==> config.mk <==
export PLATFORM = sky130hd
export DESIGN_NAME = tree_sum_sequencer
export DESIGN_NICKNAME = d
export VERILOG_FILES = /design/src/rtl/tree_sum_sequencer_pkg.sv /design/src/rtl/tree_sum_sequencer_tree_sum8.sv /design/src/rtl/tree_sum_sequencer.sv
export SDC_FILE = /design/constraint.sdc
export NUM_CORES = 2
export LEC_CHECK = 0
export CORE_UTILIZATION = 62
export DETAILED_ROUTE_END_ITERATION = 8
export HOLD_SLACK_MARGIN = 0.12
export PLACE_DENSITY = 0.81
export SLEW_MARGIN = 15
export SYNTH_ARGS = -nofsm -noshare
export SYNTH_HDL_FRONTEND = slang
export SYNTH_SLANG_ARGS = --single-unit
==> constraint.sdc <==
create_clock -name clk_i -period 6.9 [get_ports clk_i]
set_input_delay 1.38 -clock clk_i [delete_from_list [all_inputs] [get_ports clk_i]]
set_output_delay 1.38 -clock clk_i [all_outputs]
set_load 0.02 [all_outputs]
==> src/rtl/tree_sum_sequencer_pkg.sv <==
// Shared types and constants for the tree-sum sequencer and its adder tree.
package tree_sum_sequencer_pkg;

  typedef enum logic [1:0] {
    StIdle = 2'd0,
    StLoad = 2'd1,
    StSum  = 2'd2,
    StDone = 2'd3
  } state_e;

  localparam int unsigned TreeFanin = 8;
  localparam int unsigned SlotIdxW  = 3;

endpackage

==> src/rtl/tree_sum_sequencer_tree_sum8.sv <==
// Combinational 8-operand adder tree; each level widens by one bit so the sum is exact.
module tree_sum8 #(
  parameter int unsigned N = 64
) (
  input  logic [8*N-1:0] ops_i,
  output logic [N+2:0]   sum_o
);

  logic [N:0]   l1 [4];
  logic [N+1:0] l2 [2];

  always_comb begin
    for (int i = 0; i < 4; i++) begin
      l1[i] = {1'b0, ops_i[(2*i)*N +: N]} + {1'b0, ops_i[(2*i+1)*N +: N]};
    end
    for (int i = 0; i < 2; i++) begin
      l2[i] = {1'b0, l1[2*i]} + {1'b0, l1[2*i+1]};
    end
    sum_o = {1'b0, l2[0]} + {1'b0, l2[1]};
  end

endmodule

==> src/rtl/tree_sum_sequencer.sv <==
// Packs a streamed job into 8-operand groups, reduces each group through tree_sum8
// and accumulates the group sums into a wide total presented on a valid/ready output.
module tree_sum_sequencer
  import tree_sum_sequencer_pkg::*;
#(
  parameter int unsigned N     = 64,
  parameter int unsigned CNT_W = 16,
  parameter int unsigned ACC_W = N + CNT_W
) (
  input  logic             clk_i,
  input  logic             rst_ni,
  input  logic             start_i,
  input  logic [CNT_W-1:0] len_i,
  input  logic             in_valid_i,
  input  logic [N-1:0]     in_data_i,
  output logic             in_ready_o,
  output logic             out_valid_o,
  output logic [ACC_W-1:0] out_sum_o,
  input  logic             out_ready_i,
  output logic             busy_o
);

  state_e                  state_q, state_d;
  logic [SlotIdxW-1:0]     idx_q, idx_d;
  logic [CNT_W-1:0]        rem_q, rem_d;
  logic [ACC_W-1:0]        acc_q, acc_d;
  logic [TreeFanin*N-1:0]  slots_q, slots_d;
  logic [N+2:0]            tree_sum;

  tree_sum8 #(
    .N (N)
  ) u_tree (
    .ops_i (slots_q),
    .sum_o (tree_sum)
  );

  assign in_ready_o  = (state_q == StLoad);
  assign out_valid_o = (state_q == StDone);
  assign out_sum_o   = acc_q;
  assign busy_o      = (state_q != StIdle);

  always_comb begin
    state_d = state_q;
    idx_d   = idx_q;
    rem_d   = rem_q;
    acc_d   = acc_q;
    slots_d = slots_q;
    unique case (state_q)
      StIdle: begin
        if (start_i) begin
          rem_d   = len_i;
          acc_d   = '0;
          slots_d = '0;
          idx_d   = '0;
          state_d = (len_i == '0) ? StDone : StLoad;
        end
      end
      StLoad: begin
        if (in_valid_i) begin
          slots_d[32'(idx_q)*N +: N] = in_data_i;
          idx_d = idx_q + SlotIdxW'(1);
          rem_d = rem_q - CNT_W'(1);
          // Launch on a full group or on the last operand of the job.
          if (idx_q == SlotIdxW'(TreeFanin - 1) || rem_q == CNT_W'(1)) begin
            state_d = StSum;
          end
        end
      end
      StSum: begin
        acc_d   = acc_q + ACC_W'(tree_sum);
        slots_d = '0;
        idx_d   = '0;
        state_d = (rem_q != '0) ? StLoad : StDone;
      end
      StDone: begin
        if (out_ready_i) begin
          state_d = StIdle;
        end
      end
      default: state_d = StIdle;
    endcase
  end

  always_ff @(posedge clk_i) begin
    if (!rst_ni) begin
      state_q <= StIdle;
      idx_q   <= '0;
      rem_q   <= '0;
      acc_q   <= '0;
      slots_q <= '0;
    end else begin
      state_q <= state_d;
      idx_q   <= idx_d;
      rem_q   <= rem_d;
      acc_q   <= acc_d;
      slots_q <= slots_d;
    end
  end

endmodule

## Word level (Yosys, flattened, before mapping)

Cells that the tools add are included.

| storage, ports and cells | value |
|---|---|
| register bits after elaboration | 613 |
| input port bits | 85 |
| output and inout bits | 83 |
| word-level logic and storage cells | 58 |

| operators by class | value |
|---|---|
| add/subtract/negate cells | 11 |
| equality and inequality tests | 9 |
| shift-type cells | 2 |
| muxes and demuxes | 19 |
| reduce and logical (&&, ||, !) cells | 12 |

Operators with widths:

| kind | count |
|---|---|
| $pmux 512 s3 | 1 |
| $mux 512 | 2 |
| $bwmux 512 | 1 |
| $shift 64x34->512 const A | 1 |
| $shiftx 64x34->512 | 1 |
| $add 64x64->65 | 4 |
| $pmux 80 s2 | 1 |
| $add 65x65->66 | 2 |
| $add 80x67->80 | 1 |
| $mux 80 | 1 |
| $add 66x66->67 | 1 |
| $neg 9->34 | 1 |
| $mux 16 | 2 |
| $pmux 16 s2 | 1 |
| $eq 16x1->1 const B | 1 |
| $logic_not 16->1 | 1 |
| $reduce_bool 16->1 | 1 |
| $sub 16x1->16 const B | 1 |
| $mux 2 | 6 |
| $pmux 3 s3 | 1 |
| $pmux 2 s4 | 1 |
| $mux 3 | 2 |
| $reduce_and 3->1 | 2 |
| $reduce_bool 2->1 | 3 |
| other kinds (11) | 14 |

## Logic depth before layout (Yosys ltp)

| logic depth | value |
|---|---|
| depth in word-level cells | 5 |
| depth in mapped cells | 22 |
| gate-level depth less buffers | 22 |

## Hierarchy

From an unflattened synthesis, not the netlist that was laid out.

| unflattened totals | value |
|---|---|
| cells, all modules | 4,807 |
| area total of the unflattened synthesis | 41,591.1 um^2 |

Modules (own cells, without submodules):

| module | times used | cells each | area each (um^2) | sequential area each (um^2) |
|---|---|---|---|---|
| tree_sum_sequencer | 1 | 2,977 | 26,771.9 | 12,271.8 |
| tree_sum8 | 1 | 1,830 | 14,819.2 | 0.0 |

## Least setup slack after synthesis

No wires, ideal clock.

| timing | value |
|---|---|
| kind | register to register |
| start | register acc_q[2], in the netlist out_sum_o[2] |
| end | register acc_q[76], in the netlist out_sum_o[76] |
| setup time | 0.079 ns |
| arrival time | 5.100 ns |
| data required time | 6.821 ns |
| setup slack | 1.721 ns |
| stages on the path, launching flop included | 23 |
| path buffers | 0 |
| period minus slack after synthesis | 5.179 ns |
| cells stage by stage | dfxtp_1 > inv_1 > fa_1 > inv_1 > fa_1 > fa_1 > inv_1 > fa_1 > inv_1 > ha_1 > inv_1 > fa_1 > nand2b_1 > a21oi_1 > o21ai_0 > a31oi_1 > nor3_2 > o21ba_2 > o221ai_1 > o41a_2 > nand2_1 > or4_1 > o211ai_1 |

| on the way | value |
|---|---|
| cells in the longest elaborated chain, start to end | 2 |

RTL lines:

| what | RTL line | text |
|---|---|---|
| from (decl) | tree_sum_sequencer.sv:26 | `logic [ACC_W-1:0] acc_q, acc_d;` |
| from (signal assigned) | tree_sum_sequencer.sv:89 | `acc_q <= '0;` |
| from (signal assigned) | tree_sum_sequencer.sv:95 | `acc_q <= acc_d;` |
| $add 80x67->80 | tree_sum_sequencer.sv:70 | `acc_d = acc_q + ACC_W'(tree_sum);` |
| $pmux 80 s2 | tree_sum_sequencer.sv:48 | `unique case (state_q)` |

Every way passes these cells.
A chain may end at the register's enable or synchronous reset.

## Final worst setup path

Ends and elaborated chain as after synthesis.

==> reports/metrics.csv <==
stage,metric,value,unit
outcome,outcome,completed,
timing,hold_viol_final,0,
worst_setup_path,path_buf_inv,5,
floorplan,coreArea,60580,um^2
worst_setup_path,ff2ff_path_depth,22,
global_routing,grt_pass1_vias,29403,
cells_and_area,regArea,12270,um^2
clock_tree,cts_max_level,3,
worst_setup_path,crit_type,register to register,
clock_tree,post_cts_resized,0,
floorplan,die_y,250.0,um
pwr,peakVddDrop,0.2005,mV
cells_and_area,num-fill-cells,4602,
placement,gp_congestion,0.9748,
pwr,p_leak,0.01704,uW
synth,async_reset_ff_share,0,%
floorplan,rows,90,
worst_setup_path,worstPathCellList,inv_1 -> fa_1 -> inv_1 -> fa_1 -> fa_1 -> inv_1 -> fa_1 -> inv_1 -> ha_1 -> inv_1 -> fa_1 -> nand2b_1 -> a21oi_1 -> o21ai_0 -> a31oi_1 -> nor3_2 -> o21ba_2 -> o221ai_1 -> o41a_2 -> nand2_1 -> or4_1 -> o211ai_1,
timing,rsz0062_at_grt,no,
cells_and_area,final_net_count,4608,
synth,seq_area_frac_synth,32.19,%
synth,syn_inst,4019,
synth,syn-num-nets,4633,
hold_path,min_to,slots_q[275],
timing,period_minus_slack,5.954,ns
worst_setup_path,crit_slowest_cell,fa_1,
timing,finalSetupViolations,0,
cells_and_area,syn2layout_area_growth,10.61,%
placement,post_dp_cell_area,39920,um^2
synth,ys_ff_latch,613,
timing,skew,0.02091,ns
placement,port_buffers,167,
synth,synthTopCellsByCount,"inv_1 (653), dfxtp_1 (613), nor2b_1 (498)",
cells_and_area,layout-drive-gt1-share,4.752,%
timing,slew_viol_final,0,
cells_and_area,finalInstanceArea,42170,um^2
worst_setup_path,r2r_start,out_sum_o[2],
hold_path,hold-path-cell-count,2,
floorplan,dieArea,62490,um^2
floorplan,io-pin-count,168,
timing,tightest_slew,1.229,ns
route,first_iter_violations,2850,
route,ant_nets,0,
worst_setup_path,r2r_end,out_sum_o[76],
timing,tns,0,ns
synth,yosysMostFrequentCell,inv_1,
timing,hold_ws,0.4824,ns
clock_tree,cts_inserted_buffers,69,
route,routed-via-count,28913,
floorplan,floorplan.initialDensity,62.93,%
run,cap_violations,0,
worst_setup_path,cp_data_arrival_time,6.46,ns
synth,yosysWarnings,0,
synth,synth_edf_count,0,
pwr,total_power,8243,uW
synth,syn_area,38130,um^2
clock_tree,cts-root-buf,clkbuf_16,
worst_setup_path,critical_path_required,7.41,ns
timing,post-route-period-util,86.28,%
synth,synth_flop_cell,dfxtp_1,
synth,syn_area_per_cell,9.487,um^2
route,wire_per_inst,21.09,um
synth,synth_top_area_share,32.19,%
synth,synth_top_cells_by_area,"dfxtp_1 (32%), fa_1 (23%), a22oi_1 (9.5%)",
floorplan,die_w,250.0,um
clock_tree,cts_tree,built,
route,viasPerCell,5.994,
global_routing,grt_start_max_net_pins,154,
global_routing,gr-total-overflow,0,
worst_setup_path,critPathMaxStageDelay,0.53,ns
clock_tree,clock_sinks,613,
worst_setup_path,crit_fanout,7,
route,drc_errors,0,
clock_tree,clock_latency,0.61,ns
worst_setup_path,critPathTopFamily,adder cells,
global_routing,grt_pass1_wl,161900,um
timing,max_slew_margin,17.90,%
cells_and_area,final_util,69.61,%
cells_and_area,multi_input_area,22310,um^2
worst_setup_path,start_kind,register,
hold_path,hp-start,slots_q[275],
hold_path,hp-class,register to register,
route,drtPass1Iterations,5,
worst_setup_path,endpoint_kind,register,
pwr,power-per-cell-area,195.5,nW/um^2
synth,ys_types,77,
clock_tree,postCtsSetupBuffers,0,
clock_tree,cts.clk_slew.worst_paths,0.06,ns
placement,hpwlAfterDp,66630,um
timing,fmax,0.1680,GHz
clock_tree,cts_buffer_depth,3,
clock_tree,ctsHoldBuffers,0,
route,wirelength,101800,um
synth,synth_top_cell_by_area,dfxtp_1,
worst_setup_path,reg2reg_slack,0.95,ns
global_routing,grt_use_total,32.92,%
global_routing,antenna_found_initial,2,
## where the power goes
group	switching [uW]	total, uW	leakage (uW)	internal [uW]
clock	1510	3650	0.00109	2130
combinational	727	991	0.0110	263
sequential	32.5	3610	0.00494	3570
total	2270	8240	0.0170	5970
## placed cells by master (no fill, tap or decap), types with 5 or more instances in the layout
cell,n
o22ai_1,31
and2_1,11
o21ai_0,88
nand4_1,35
a21oi_1,119
a31oi_1,11
and3_1,9
clkdlybuf4s50_1,166
clkbuf_1,10
nor2b_1,497
nor2_1,74
clkinvlp_4,5
nand2_1,164
xor2_1,23
o21bai_1,14
a21o_1,25
xnor2_1,37
fa_1,447
a21boi_0,67
o21a_1,6
ha_1,82
clkbuf_16,73
nor3_1,20
nand2_2,8
buf_4,28
o21ai_1,9
nand2b_1,8
clkinv_2,10
inv_1,653
o211ai_1,9
dfxtp_1,613
a22oi_1,483
nor4_1,13
clkbuf_8,16
nand3_1,81
## through the flow
stage	instances	worst slack, ns
global placement	4704	1.178
detailed placement	4704	1.080
finish	4824	0.9463
global route	4824	0.7302
CTS	4821	1.052
floorplan	4019	1.721
## logic make-up after synthesis
group | Yosys count | share of synthesized area, %
AOI/OAI and AO/OA | 915 | 16.70
DFF | 613 | 32.19
and+or+nand+nor | 955 | 13.95
buffers and inverters | 947 | 9.622
xor gates and xnor gates | 60 | 1.378
adders and majority gates | 529 | 26.16
## sequential cells by signal (all words and copies together), names as in the netlist
name and cells:
state_q 2, rem_q 16, out_sum_o 80, idx_q 3, slots_q 512
## cell type report
cell class	instances	share of cell area [%]
multi-input combinational	2459	52.90
sequential	613	29.10
inverter	654	5.821
clock buffer	99	4.943
timing repair buffer	197	4.587
tap	782	2.320
clock inverter	18	0.3204
antenna	2	0.01187
## worst register-to-register path, cell delays in order (launching register included)
cell	delay [ns]
dfxtp_1	0.36
inv_1	0.07
fa_1	0.53
inv_1	0.05
fa_1	0.46
fa_1	0.49
inv_1	0.05
fa_1	0.44
inv_1	0.07
ha_1	0.18
inv_1	0.08
fa_1	0.43
nand2b_1	0.19
a21oi_1	0.29
o21ai_0	0.21
a31oi_1	0.46
nor3_2	0.12
o21ba_2	0.27
o221ai_1	0.26
o41a_2	0.25
nand2_1	0.12
or4_1	0.42
o211ai_1	0.09
## per-layer routing
layer	vias to the layer above	GRT usage [%]	wire (um)
met5	-	0	0
met4	0	11.32	3385
met2	1193	53.88	48400
li1	13037	-	-
met3	204	5.642	8188
met1	14479	44.30	41790
## how the worst max path moves through the flow
stage	from	to	slack [ns]	cells after the start
after floorplan	out_sum_o[2]	out_sum_o[76]	1.72	22
after global placement	out_sum_o[2]	out_sum_o[76]	1.18	22
after detailed placement	out_sum_o[2]	out_sum_o[76]	1.08	22
after CTS	out_sum_o[2]	out_sum_o[76]	1.05	22
after global routing	out_sum_o[2]	out_sum_o[76]	0.73	22
final	out_sum_o[2]	out_sum_o[76]	0.95	22
Power figures use the tool's default switching activity.
